$ cat src/rtl/dtmr_fault_mgr_pkg.sv
// Shared definitions for the Dynamic TMR fault manager: FSM encoding,
// copy bit positions within fault/mod_rst/failed, and counter widths.
package dtmr_fault_mgr_pkg;

    typedef enum logic [1:0] {
        ST_IDLE    = 2'd0,
        ST_ARM     = 2'd1,
        ST_VOTE    = 2'd2,
        ST_RECOVER = 2'd3
    } fsm_state_e;

    localparam int COPY1   = 2;
    localparam int COPY2   = 1;
    localparam int COPY3   = 0;
    localparam int RECOV_W = 8;
    localparam int RETRY_W = 2;

    // copy1 wins over copy2, which wins over copy3
    function automatic logic [2:0] prio_onehot(input logic [2:0] v);
        logic [2:0] sel;
        sel = 3'b000;
        if (v[COPY1])      sel[COPY1] = 1'b1;
        else if (v[COPY2]) sel[COPY2] = 1'b1;
        else if (v[COPY3]) sel[COPY3] = 1'b1;
        return sel;
    endfunction

    function automatic logic two_or_more(input logic [2:0] v);
        return (v[0] & v[1]) | (v[0] & v[2]) | (v[1] & v[2]);
    endfunction

endpackage

$ cat src/rtl/dtmr_fault_mgr_retry_ctr.sv
// Per-copy recovery counter; saturates at MAX_RETRY and flags it with hit.
module dtmr_retry_ctr
    import dtmr_fault_mgr_pkg::*;
#(
    parameter int MAX_RETRY = 3
) (
    input  logic               clk,
    input  logic               rst,
    input  logic               inc,
    input  logic               clr,
    output logic [RETRY_W-1:0] cnt,
    output logic               hit
);

    logic [RETRY_W-1:0] cnt_q, cnt_d;

    always_comb begin
        cnt_d = cnt_q;
        if (clr) begin
            cnt_d = '0;
        end else if (inc && !hit) begin
            cnt_d = cnt_q + 1'b1;
        end
    end

    always_ff @(posedge clk or posedge rst) begin
        if (rst) begin
            cnt_q <= '0;
        end else begin
            cnt_q <= cnt_d;
        end
    end

    assign cnt = cnt_q;
    assign hit = (cnt_q == RETRY_W'(MAX_RETRY));

endmodule

$ cat src/rtl/dtmr_fault_mgr.sv
// Dynamic TMR supervisor: switches the voter between simplex and voting,
// pulses resets to faulty copies and retires copies that keep failing.
module dtmr_fault_mgr
    import dtmr_fault_mgr_pkg::*;
#(
    parameter int SETTLE_CYCLES = 2,
    parameter int HOLD_CYCLES   = 16,
    parameter int RST_CYCLES    = 4,
    parameter int MAX_RETRY     = 3
) (
    input  logic               clk,
    input  logic               rst,
    input  logic               trigger,
    input  logic [2:0]         fault,
    output logic               state,
    output logic [2:0]         mod_rst,
    output logic [2:0]         failed,
    output logic               alarm,
    output logic [RECOV_W-1:0] recov_cnt
);

    localparam int SETTLE_W = $clog2(SETTLE_CYCLES + 1);
    localparam int HOLD_W   = $clog2(HOLD_CYCLES + 1);
    localparam int PULSE_W  = $clog2(RST_CYCLES + 1);

    fsm_state_e         fsm_q, fsm_d;
    logic [SETTLE_W-1:0] settle_q, settle_d;
    logic [HOLD_W-1:0]   hold_q, hold_d;
    logic [PULSE_W-1:0]  pulse_q, pulse_d;
    logic [2:0]          tgt_q, tgt_d;
    logic                state_q, state_d;
    logic [2:0]          mod_rst_q, mod_rst_d;
    logic [2:0]          failed_q, failed_d;
    logic                alarm_q, alarm_d;
    logic [RECOV_W-1:0]  recov_q, recov_d;

    logic [2:0]          eff;
    logic [2:0]          retry_inc;
    logic [2:0]          retry_hit;
    logic                retry_clr;
    logic [RETRY_W-1:0]  retry_cnt [3];
    logic [RETRY_W-1:0]  tgt_cnt;

    assign eff = fault & ~failed_q;

    generate
        for (genvar gi = 0; gi < 3; gi++) begin : g_retry
            dtmr_retry_ctr #(.MAX_RETRY(MAX_RETRY)) u_retry (
                .clk (clk),
                .rst (rst),
                .inc (retry_inc[gi]),
                .clr (retry_clr),
                .cnt (retry_cnt[gi]),
                .hit (retry_hit[gi])
            );
        end
    endgenerate

    always_comb begin
        tgt_cnt = '0;
        for (int i = 0; i < 3; i++) begin
            if (tgt_q[i]) tgt_cnt = retry_cnt[i];
        end
    end

    always_comb begin
        fsm_d     = fsm_q;
        settle_d  = settle_q;
        hold_d    = hold_q;
        pulse_d   = pulse_q;
        tgt_d     = tgt_q;
        mod_rst_d = mod_rst_q;
        recov_d   = recov_q;
        retry_inc = 3'b000;
        retry_clr = 1'b0;
        // retry count is bumped on entry to RECOVER, so hit marks the retirement
        failed_d  = failed_q | retry_hit;

        case (fsm_q)
            ST_IDLE: begin
                if (trigger || failed_q[COPY1]) begin
                    fsm_d    = ST_ARM;
                    settle_d = '0;
                end
            end
            ST_ARM: begin
                if (settle_q == SETTLE_W'(SETTLE_CYCLES - 1)) begin
                    fsm_d  = ST_VOTE;
                    hold_d = '0;
                end else begin
                    settle_d = settle_q + 1'b1;
                end
            end
            ST_VOTE: begin
                if (eff != 3'b000) begin
                    fsm_d     = ST_RECOVER;
                    tgt_d     = prio_onehot(eff);
                    retry_inc = prio_onehot(eff);
                    pulse_d   = '0;
                end else if (trigger) begin
                    hold_d = '0;
                end else if (hold_q == HOLD_W'(HOLD_CYCLES - 1)) begin
                    // a retired copy1 or a raised alarm pins us in voting mode
                    if (!failed_q[COPY1] && !alarm_q) begin
                        fsm_d     = ST_IDLE;
                        hold_d    = '0;
                        retry_clr = 1'b1;
                    end
                end else begin
                    hold_d = hold_q + 1'b1;
                end
            end
            ST_RECOVER: begin
                if (pulse_q == '0) begin
                    if (tgt_cnt == RETRY_W'(MAX_RETRY)) begin
                        fsm_d  = ST_VOTE;
                        hold_d = '0;
                    end else begin
                        mod_rst_d = tgt_q;
                        pulse_d   = PULSE_W'(1);
                        if (recov_q != '1) recov_d = recov_q + 1'b1;
                    end
                end else if (pulse_q == PULSE_W'(RST_CYCLES)) begin
                    mod_rst_d = 3'b000;
                    fsm_d     = ST_ARM;
                    settle_d  = '0;
                end else begin
                    pulse_d = pulse_q + 1'b1;
                end
            end
            default: fsm_d = ST_IDLE;
        endcase

        state_d = (fsm_d != ST_IDLE);
        alarm_d = alarm_q | two_or_more(failed_d);
    end

    always_ff @(posedge clk or posedge rst) begin
        if (rst) begin
            fsm_q     <= ST_IDLE;
            settle_q  <= '0;
            hold_q    <= '0;
            pulse_q   <= '0;
            tgt_q     <= 3'b000;
            state_q   <= 1'b0;
            mod_rst_q <= 3'b000;
            failed_q  <= 3'b000;
            alarm_q   <= 1'b0;
            recov_q   <= '0;
        end else begin
            fsm_q     <= fsm_d;
            settle_q  <= settle_d;
            hold_q    <= hold_d;
            pulse_q   <= pulse_d;
            tgt_q     <= tgt_d;
            state_q   <= state_d;
            mod_rst_q <= mod_rst_d;
            failed_q  <= failed_d;
            alarm_q   <= alarm_d;
            recov_q   <= recov_d;
        end
    end

    assign state     = state_q;
    assign mod_rst   = mod_rst_q;
    assign failed    = failed_q;
    assign alarm     = alarm_q;
    assign recov_cnt = recov_q;

endmodule

$ cat config.mk
export PLATFORM = sky130hd
export DESIGN_NAME = dtmr_fault_mgr
export DESIGN_NICKNAME = d
export VERILOG_FILES = /design/src/rtl/dtmr_fault_mgr_pkg.sv /design/src/rtl/dtmr_fault_mgr_retry_ctr.sv /design/src/rtl/dtmr_fault_mgr.sv
export SDC_FILE = /design/constraint.sdc
export NUM_CORES = 1
export LEC_CHECK = 0
export ABC_AREA = 1
export BUFFER_PORTS_ARGS = -buffer_cell sky130_fd_sc_hd__buf_2
export CORE_MARGIN = 2
export CORE_UTILIZATION = 48
export CTS_BUF_LIST = sky130_fd_sc_hd__clkbuf_16
export DETAILED_ROUTE_END_ITERATION = 8
export PLACE_DENSITY = 0.67
export SYNTH_ARGS = -nofsm -noshare
export SYNTH_HDL_FRONTEND = slang
export SYNTH_HIERARCHICAL = 1
export SYNTH_SLANG_ARGS = --single-unit
$ cat constraint.sdc
create_clock -name clk -period 3.4 [get_ports clk]
set_input_delay 0.68 -clock clk [delete_from_list [all_inputs] [get_ports clk]]
set_output_delay 0.68 -clock clk [all_outputs]
set_load 0.005 [all_outputs]
* Word level (Yosys, flattened, before mapping) *
Cells that the tools add are included.
W data, S select, Z words.

cells by class
  bitwise gates (word level) = 10
  equality and inequality tests = 24
  $add $sub $neg = 7
  reduce and logical (&&, ||, !) cells = 27
  mux-type cells = 52

operators with widths
  operator               count
  $mux W2                23
  $mux W5                7
  $mux W3                9
  $ne A2 B2 Y1 const B   10
  $pmux W5 S3            1
  $eq A2 B2 Y1 const B   6
  $reduce_bool A2 Y1     6
  $mux W1                9
  $reduce_bool A3 Y1     3
  $add A2 B1 Y2 const B  4
  $add A8 B1 Y8 const B  1
  $ne A8 B8 Y1 const B   1
  $pmux W2 S4            1
  $reduce_and A4 Y1      2
  $ne A3 B3 Y1 const B   2
  $pmux W2 S3            1
  $pmux W3 S2            1
  $reduce_and A6 Y1      1
  $add A5 B1 Y5 const B  1
  $eq A5 B4 Y1 const B   1
  $logic_not A1 Y1       5
  $reduce_and A5 Y1      1
  $eq A2 B1 Y1 const B   2
  $logic_and A1 B1 Y1    4
  14 further kinds       18

word-level totals
  output and inout bits = 16
  flip-flop bits (word level) = 37
  word-level logic and storage cells = 133
  input bits = 6

* Depth between registers and ports, before layout *
Gate-level depths: netlist of the first run.

  word-level depth = 10
  gate-level depth with buffers = 11
  depth with buffers taken out = 11

* Hierarchy *
Netlist of the first run, hierarchy kept.

modules (own cells, without submodules)
  module          area each (um^2)  cells each  times used  sequential area each (um^2)
  dtmr_fault_mgr  1795.5            222         1           775.7
  dtmr_retry_ctr  110.1             14          3           50.0

* Least setup slack after synthesis of the first run *
OpenSTA, ideal clock, no wires.

  path type = input port to flip-flop
  start = input fault[1]
  end = register hold_q[2]
  slack = 1.877 ns
  required time = 3.283 ns
  setup time = 0.117 ns
  stages = 8
  path buffers = 0
  data arrival time = 1.406 ns
  path through = nand2_1 > nand3_2 > nand2_2 > nand3_1 > nor2_4 > nand2_4 > nand2_1 > nand2_1

on the way
  cells in the longest elaborated chain, start to end = 4

RTL lines
  what                         line                   RTL
  from (decl)                  dtmr_fault_mgr.sv:14   input logic [2:0] fault,
  $and A3 B3 Y3                dtmr_fault_mgr.sv:44   assign eff = fault & ~failed_q;
  $reduce_bool A3 Y1           dtmr_fault_mgr.sv:95   if (eff != 3'b000) begin
  $ne A2 B2 Y1 (no line)       -
  $reduce_and A6 Y1 (no line)  -
  to (signal assigned)         dtmr_fault_mgr.sv:153  hold_q <= hold_d;
  to (decl)                    dtmr_fault_mgr.sv:28   logic [HOLD_W-1:0] hold_q, hold_d;

No other way between the ends.
A chain may end at the register's enable or synchronous reset.

* Worst setup path in the final report of the first run *
  start = register pulse_q[0]
  end = register recov_q[4], in the netlist recov_cnt[4]

on the way
  cells in the longest elaborated chain, start to end = 2

RTL lines
  what                         line                   RTL
  from (decl)                  dtmr_fault_mgr.sv:29   logic [PULSE_W-1:0] pulse_q, pulse_d;
  from (signal assigned)       dtmr_fault_mgr.sv:154  pulse_q <= pulse_d;
  $logic_not A3 Y1             dtmr_fault_mgr.sv:114  if (pulse_q == '0) begin
  $reduce_and A4 Y1 (no line)  -
  to (signal assigned)         dtmr_fault_mgr.sv:160  recov_q <= recov_d;
  to (decl)                    dtmr_fault_mgr.sv:35   logic [RECOV_W-1:0] recov_q, recov_d;

No other way between the ends.

==> run summary, run 1 <==
Status: completed
IO Port Bufs: 21
Register-to-Register Path Depth: 9
Share of the synthesized area in the top cell type: 43.6%
#FFs+latches synth: 37
Pins Over Slew Limit: 0
FF-to-FF Start: pulse_q[0]
Placement-stage cell area: 2290 um2
# rows: 24
# DRC: 0
Syn Inst Count: 264
RR Endpoint: recov_cnt[4]
Final net count: 306
Clock Tree Root: clkbuf_16
Skew-Pair Late Insertion Delay: 0.28 ns
Worst-margin pin slew: 0.540 ns
Initial core utilization: 49.2%
Antenna violations before repair: 0
Worst-path clk slew: 0.06 ns
Post-CTS setup buffer count: 0
Worst-path fanout max: 15
Layout cells sized above 1: 21.8%
Die ar.: 4980 um2
Min Tclk post-route: 1.62 ns
Synth cell types: 29
Max_cap viols: 0
Drt total wl: 3800 um
Max-slew headroom: 64.0%
Hold Vio Cnt, Final: 0
First-pass GRT wire length: 6810 um
Worst Skew: 0.00515 ns
Worst reg2reg setup slack: 1.78 ns
Routed Antenna Nets: 0
Crit. End Element: register
Area leader, netlist: dfrtp_1
Chip Width: 70.6 um
Setup TNS: 0 ns
Clk buf depth: 2
RSZ-0062 raised after global routing: false
CTS tree: yes
CTS buffer count: 5
Register area share after synthesis: 43.6%
Static Leakage: 0.00126 uW
Cell Area, Synth: 2130 um2
Total number of vias: 1695
VDD IR max: 0.416 mV
H-tree level count: 2
Most common cell after layout, fill and taps aside: nand2_1
Core area: 4320 um2
Gr usage total: 17.4%
Syn_nets: 278
Post-DP HPWL: 2950 um
Worst min path class: in -> async
Die height: 70.6 um
Area grow syn2layout: 14.4%
Peak Freq: 617 MHz
Commonest cells after routing, fill and taps aside: nand2_1, inv_1, dfrtp_1, nand3_1, buf_2
Vias in the first global route: 1546
Clock net sink count: 37
Remaining Overflow, GRT: 0
CTS Hold Bufs: 0
Synthesized area per cell: 8.05 um2
Beginning of the critical path: pulse_q[0]
Antenna Cells: 0
DR pass1 iterations: 4
Vias per cell: 4.91
Post_cts resized: 0
Synth Flop Type: dfrtp_1
Post-synth EDFFs: 0
RePlAce Congestion: 0.809
Startpoint Class: register
Setup violators final: 0
Worst Path Arrival: 1.79 ns
Design area: 2430 um2
YS warnings: 6
Share of async-settable or async-resettable flops after synthesis: 100%
Fin crit share: 47.7%
Fin util: 56.3%
Io pins: 22
Initial detailed-routing violation count: 94
Required time of the critical path: 3.57 ns
Routed WL per cell: 11.0 um
Pwr per Cell Area: 744 nW/um2
Worst Setup Path Type: reg -> reg
Top post-synthesis cells by area: dfrtp_1, nand2_1, nand3_1
Largest net degree at the start of global routing: 19
layout make-up:
class / instances / area, um2
sequential: 37 / 926
fill: 414 / 1890
inverter: 44 / 165
clock inverter: 3 / 18.8
multi-input combinational: 182 / 1020
clock buffer: 5 / 125
timing repair buffer: 22 / 113
tap: 52 / 65.1
flip-flops by register name, indices dropped and copies added (netlist names):
name / count
recov_cnt: 8
g_retry.u_retry/cnt: 6
hold_q: 5
failed: 3
mod_rst: 3
pulse_q: 3
tgt_q: 3
fsm_q: 2
settle_q: 2
alarm: 1
state: 1
cells in the mapped netlist (5+ instances only):
master   instances
a21oi_1          5
dfrtp_1         37
nand4_1          5
xnor2_1          5
inv_1           37
inv_2            7
ha_1             8
o21ai_2          7
nand2_2          8
nor2_1          14
nand2_1         70
nand3_1         29
through the flow:
stage / setup WS (ns) / hold WS (ns) / cells / power, uW
2_1_floorplan: 1.88 / 0.421 / 264 / 1240
3_3_place_gp: 1.65 / 0.463 / 337 / 1370
3_5_place_dp: 1.63 / 0.462 / 337 / 1380
4_1_cts: 1.74 / 0.271 / 345 / 1830
5_1_grt: 1.56 / 0.282 / 345 / 1970
6_report: 1.78 / 0.279 / 345 / 1810
how the worst max path moves through the flow:
| stage | endpoint | cells past startpoint |
|---|---|---|
| after detailed placement | hold_q[1] | 9 |
| after global routing | recov_cnt[2] | 9 |
| after floorplan | hold_q[2] | 8 |
| after global placement | hold_q[0] | 9 |
| after CTS | recov_cnt[4] | 9 |
| final | recov_cnt[4] | 9 |
critical path, stage by stage (launching register included):
cell and delay [ns]:
dfrtp_1 0.40, inv_1 0.07, ha_1 0.18, inv_1 0.06
nor2_2 0.13, inv_1 0.10, nor2_4 0.15, nand3_4 0.22
nand2_1 0.13, o21ai_2 0.06
layer usage:
| metal | wire length [um] | part of all wire, % | global-route usage (%) | vias to the layer above |
|---|---|---|---|---|
| li1 | - | - | - | 896 |
| met1 | 1860 | 49 | 24.1 | 765 |
| met2 | 1690 | 45 | 26.1 | 29 |
| met3 | 185 | 4.9 | 4.56 | 5 |
| met4 | 59 | 1.6 | 7.55 | 0 |
| met5 | 0 | 0 | 0 | - |
where the power goes:
part | total [uW] | switching, uW | internal (uW)
Clock | 442 | 174 | 268
Sequential | 708 | 137 | 571
Combinational | 660 | 411 | 249
Total | 1810 | 722 | 1090
kinds of logic (layout without fill, tap and decap cells):
kind of cell | Yosys count | after routing | synth area share, %
flip-flops | 37 | 37 | 43.6
adder cells (fa/ha/maj) | 8 | 8 | 4.71
XOR/XNOR | 7 | 7 | 2.88
AND/OR/NAND/NOR | 149 | 149 | 34.7
AO/OA/AOI/OAI | 18 | 18 | 5.65
buffers and inverters | 45 | 74 | 8.48
Note: power is estimated with default switching activity, not from simulation.
==> run 2: changes to the inputs <==
- PLACE_DENSITY: 0.67 -> 0.7
- clock period: 3.4 -> 1.4 ns (I/O delays scaled with it)
==> run 2 against run 1 <==
The run now ends with negative setup slack left. Largest cell class unchanged. Design area increased by 20%. Combinational power grew to 4.0 times the previous value. First-iteration DRC count is 19% lower. Register-to-register slack worse by 1.8 ns. Sequential share of layout area down 6.4 points. Cell count grew 12%. Clock-buffer cell count stayed put.
==> run summary, run 2 (synthesized netlist as in run 1, its figures left out) <==
Antenna Cells: 0
Worst Slack Setup Final: -0.0465 ns
IO Port Bufs: 21
DP Worst Slack: -0.0829 ns
Worst Setup Path Type: reg -> reg
Hold Vio Cnt, Final: 0
Chip Width: 70.6 um
Status: finished with violations
Pins Over Slew Limit: 0
Initial core utilization: 49.2%
Vias per cell: 4.96
Worst hold start: trigger
Peak Freq: 691 MHz
# rows: 24
Static Leakage: 0.00149 uW
Routed WL per cell: 12.1 um
Most common cell after layout, fill and taps aside: nand2_1
Clk buf depth: 2
Failing checks: negative setup slack
First-pass GRT wire length: 7790 um
Pwr per Cell Area: 1880 nW/um2
Commonest cells after routing, fill and taps aside: nand2_1, buf_4, dfrtp_1, inv_1, nand3_1
Final net count: 349
Register-to-Register Path Depth: 9
Fill count: 356
RR Endpoint: recov_cnt[2]
RePlAce Congestion: 0.814
RSZ-0062 raised after global routing: true
Hold Crit Depth: 4
Io pins: 22
Largest net degree at the start of global routing: 21
Clock net sink count: 37
Setup TNS: -0.321 ns
Hold Crit Endpoint: hold_q[2]
Area grow syn2layout: 37.6%
Remaining Overflow, GRT: 0
H-tree level count: 2
Max-slew headroom: 82.6%
Total number of vias: 1926
Vias in the first global route: 1831
Largest register FFs: 8
Fin crit share: 103%
Max_cap viols: 0
Die height: 70.6 um
Worst-path fanout max: 8
VDD IR max: 1.15 mV
Gr usage total: 20.0%
Clock Tree Root: clkbuf_16
Setup violators final: 10
Layout cells sized above 1: 42.0%
Worst min path class: in -> reg
Initial detailed-routing violation count: 76
CTS tree: yes
Antenna violations before repair: 0
Routed Antenna Nets: 0
Post-DP HPWL: 3230 um
Core area: 4320 um2
CTS buffer count: 5
FF-to-FF Start: pulse_q[0]
Crit. End Element: register
Worst reg2reg setup slack: -0.05 ns
# DRC: 0
Worst Skew: 0.00705 ns
Skew-Pair Late Insertion Delay: 0.28 ns
Required time of the critical path: 1.57 ns
Startpoint Class: register
Die ar.: 4980 um2
Worst Path Arrival: 1.62 ns
DR pass1 iterations: 4
Worst-path clk slew: 0.06 ns
Worst-margin pin slew: 0.259 ns
Min Tclk post-route: 1.45 ns
Drt total wl: 4690 um
run 2: cell type report:
class | count | area [um2] | area share (%)
clock buffer | 5 | 125 | 4.28
clock inverter | 3 | 42.5 | 1.45
inverter | 44 | 165 | 5.65
multi-input combinational | 183 | 1170 | 40.0
sequential | 37 | 927 | 31.7
tap | 52 | 65.1 | 2.22
timing repair buffer | 64 | 430 | 14.7
run 2: through the flow:
stage	total power [uW]	utilization [%]	hold slack [ns]	area, um2	cells
2_1_floorplan	3040	-	0.0212	2130	264
5_1_grt	5920	67.7	0.358	2930	388
3_5_place_dp	3880	59.0	0.171	2550	371
6_report	5510	67.7	0.335	2930	388
3_3_place_gp	3820	59.0	0.169	2550	371
4_1_cts	5330	64.6	0.341	2790	384
run 2: critical path: stages, from the launching register on:
cell     delay, ns
dfrtp_1       0.38
inv_1         0.06
ha_2          0.17
inv_2         0.04
nor2_4        0.13
inv_2         0.06
nor2_4        0.16
nand3_4       0.17
nand2_1       0.11
o21ai_2       0.05
run 2: worst max-delay path by stage:
stage                     cells after the start            to        from
after floorplan                              10  recov_cnt[7]  pulse_q[0]
final                                         9  recov_cnt[2]  pulse_q[0]
after global routing                          9  recov_cnt[2]  pulse_q[0]
after detailed placement                      9  recov_cnt[6]  pulse_q[1]
after global placement                        9  recov_cnt[4]  pulse_q[0]
after CTS                                     9  recov_cnt[3]  pulse_q[0]
run 2: repair_timing:
action / in CTS / in global routing
pin swaps: 10 / 6
cloned: 1 / 0
hold buffers: 1 / 0
buffers inserted: 3 / 4
endpoints found under the hold margin: 6 / 0
endpoints found under the setup margin: 23 / 31
resized for setup: 9 / 34
run 2: power breakdown:
part / internal [uW] / switching, uW
Sequential: 1390 / 242
Combinational: 1160 / 1440
Clock: 836 / 435
Total: 3390 / 2120
run 2: layer usage:
layer  wire length, um  track usage [%]  up-vias
met5                 0                0        -
met4                79             8.81        0
met3               165             6.41        6
met2              2340             33.0       28
met1              2100             24.1      909
li1                  -                -      983
==> run 3: changes to the inputs <==
- RECOVER_POWER: not set -> 25
==> run 3 against run 2 <==
The run still ends with negative setup slack left. Register-to-register slack about the same. Design area fell by 0.17%. Setup slack barely moved. Sequential share of layout area is 0.054 points higher. Cell count unchanged. Core utilization decreased by 0.12 points. Via count is 0.16% lower. Wire length hardly changed. Flip-flop and latch count unchanged. Sequential power barely moved. Worst hold slack improved by 0.00058 ns. Clock power about the same. Critical path type unchanged. Largest power group unchanged.
==> run summary, run 3 (synthesized netlist as in run 1, its figures left out) <==
Worst hold start: trigger
Failing checks: negative setup slack
Worst Path Arrival: 1.62 ns
Largest register FFs: 8
Crit-path cells: inv_1 > ha_2 > inv_2 > nor2_4 > inv_2 > nor2_4 > nand3_4 > nand2_1 > o21ai_2
Worst path buffer plus inverter count: 3
DP Worst Slack: -0.0829 ns
Final net count: 349
Status: finished with violations
Max-slew headroom: 60.5%
DR pass1 iterations: 4
VDD IR max: 1.15 mV
Initial detailed-routing violation count: 76
Routed WL per cell: 12.1 um
Peak Freq: 691 MHz
Crit. End Element: register
Clock Tree Root: clkbuf_16
CTS buffer count: 5
Skew-Pair Late Insertion Delay: 0.28 ns
Clock net sink count: 37
Worst hold slack: 0.335 ns
RSZ-0062 raised after global routing: true
Pwr per Cell Area: 1890 nW/um2
CP peak stage delay: 0.38 ns
Hold Crit Depth: 4
Min Tclk post-route: 1.45 ns
Max_cap viols: 0
Die height: 70.6 um
Antenna violations before repair: 0
Fill count: 359
Hold Vio Cnt, Final: 0
Clk buf depth: 2
Vias per cell: 4.96
First-pass GRT wire length: 7790 um
# rows: 24
Required time of the critical path: 1.57 ns
Drt total wl: 4690 um
Total number of vias: 1923
Worst-path clk slew: 0.06 ns
Worst Skew: 0.00630 ns
Fin crit share: 103%
Remaining Overflow, GRT: 0
Max stage delay cell, worst path: dfrtp_1
RR Endpoint: recov_cnt[2]
Io pins: 22
Initial core utilization: 49.2%
# DRC: 0
Gr usage total: 20.0%
Pins Over Slew Limit: 0
Worst Setup Path Type: reg -> reg
Worst reg2reg setup slack: -0.05 ns
Area grow syn2layout: 37.4%
Routed Antenna Nets: 0
Vias in the first global route: 1831
Multi-input gate area in the final layout: 1170 um2
Post-DP HPWL: 3230 um
Hold Crit Endpoint: hold_q[2]
FF-to-FF Start: pulse_q[0]
H-tree level count: 2
Antenna Cells: 0
Startpoint Class: register
Setup violators final: 10
Worst-margin pin slew: 0.593 ns
Worst path top cell family by delay: simple AND/OR/NAND/NOR gates
Worst-path fanout max: 8
Chip Width: 70.6 um
Reg area: 927 um2
Worst Slack Setup Final: -0.0463 ns
IO Port Bufs: 21
Most common cell after layout, fill and taps aside: nand2_1
Largest net degree at the start of global routing: 21
Die ar.: 4980 um2
Commonest cells after routing, fill and taps aside: nand2_1, buf_4, dfrtp_1, inv_1, nand3_1
Static Leakage: 0.00148 uW
CTS tree: yes
Register-to-Register Path Depth: 9
Core area: 4320 um2
RePlAce Congestion: 0.814
Worst min path class: in -> reg
Layout cells sized above 1: 41.4%
run 3: repair_timing:
action | in CTS | in global routing
hold endpoints to repair | 6 | 0
hold buffers | 1 | 0
cloned | 1 | 0
setup endpoints to repair | 23 | 31
gates resized for setup | 9 | 34
setup buffers | 3 | 4
pin swaps | 10 | 6
run 3: worst max-delay path by stage:
stage	startpoint	end	slack, ns	cells after the start
CTS	pulse_q[0]	recov_cnt[3]	-0.03	9
detailed placement	pulse_q[1]	recov_cnt[6]	-0.08	9
floorplan	pulse_q[0]	recov_cnt[7]	-0.08	10
finish	pulse_q[0]	recov_cnt[2]	-0.05	9
global route	pulse_q[0]	recov_cnt[2]	-0.14	9
global placement	pulse_q[0]	recov_cnt[4]	-0.04	9
run 3: cell type report:
class,count,share of cell area (%)
clock buffer,5,4.28
clock inverter,3,1.46
inverter,44,5.66
multi-input combinational,183,40.1
sequential,37,31.7
tap,52,2.23
timing repair buffer,64,14.6
run 3: metal layers:
| layer | global-route usage (%) | share of wire, % | vias to the layer above |
|---|---|---|---|
| li1 | - | - | 982 |
| met1 | 24.1 | 45 | 909 |
| met2 | 33.0 | 50 | 26 |
| met3 | 6.41 | 3.5 | 6 |
| met4 | 8.81 | 1.7 | 0 |
| met5 | 0 | 0 | - |
run 3: stage by stage:
stage                     util, %  area (um2)  cells  total power (uW)  TNS (ns)
after detailed placement     59.0        2550    371              3880    -0.866
after CTS                    64.6        2790    384              5330    -0.191
after global routing         67.5        2920    388              5910     -2.05
after global placement       59.0        2550    371              3820    -0.428
final                        67.5        2920    388              5510    -0.319
after floorplan                 -        2130    264              3040    -0.356
run 3: power breakdown:
part / internal (uW) / leakage [uW] / switching, uW
registers: 1390 / 0.000456 / 242
logic: 1160 / 0.000943 / 1440
clock network: 836 / 0.0000852 / 437
total: 3390 / 0.00148 / 2120
run 3: worst min-delay path, delay by kind of cell:
kind	cells	cell delay (ns)
AND/OR/NAND/NOR	3	0.18
buffers and inverters	1	0.13
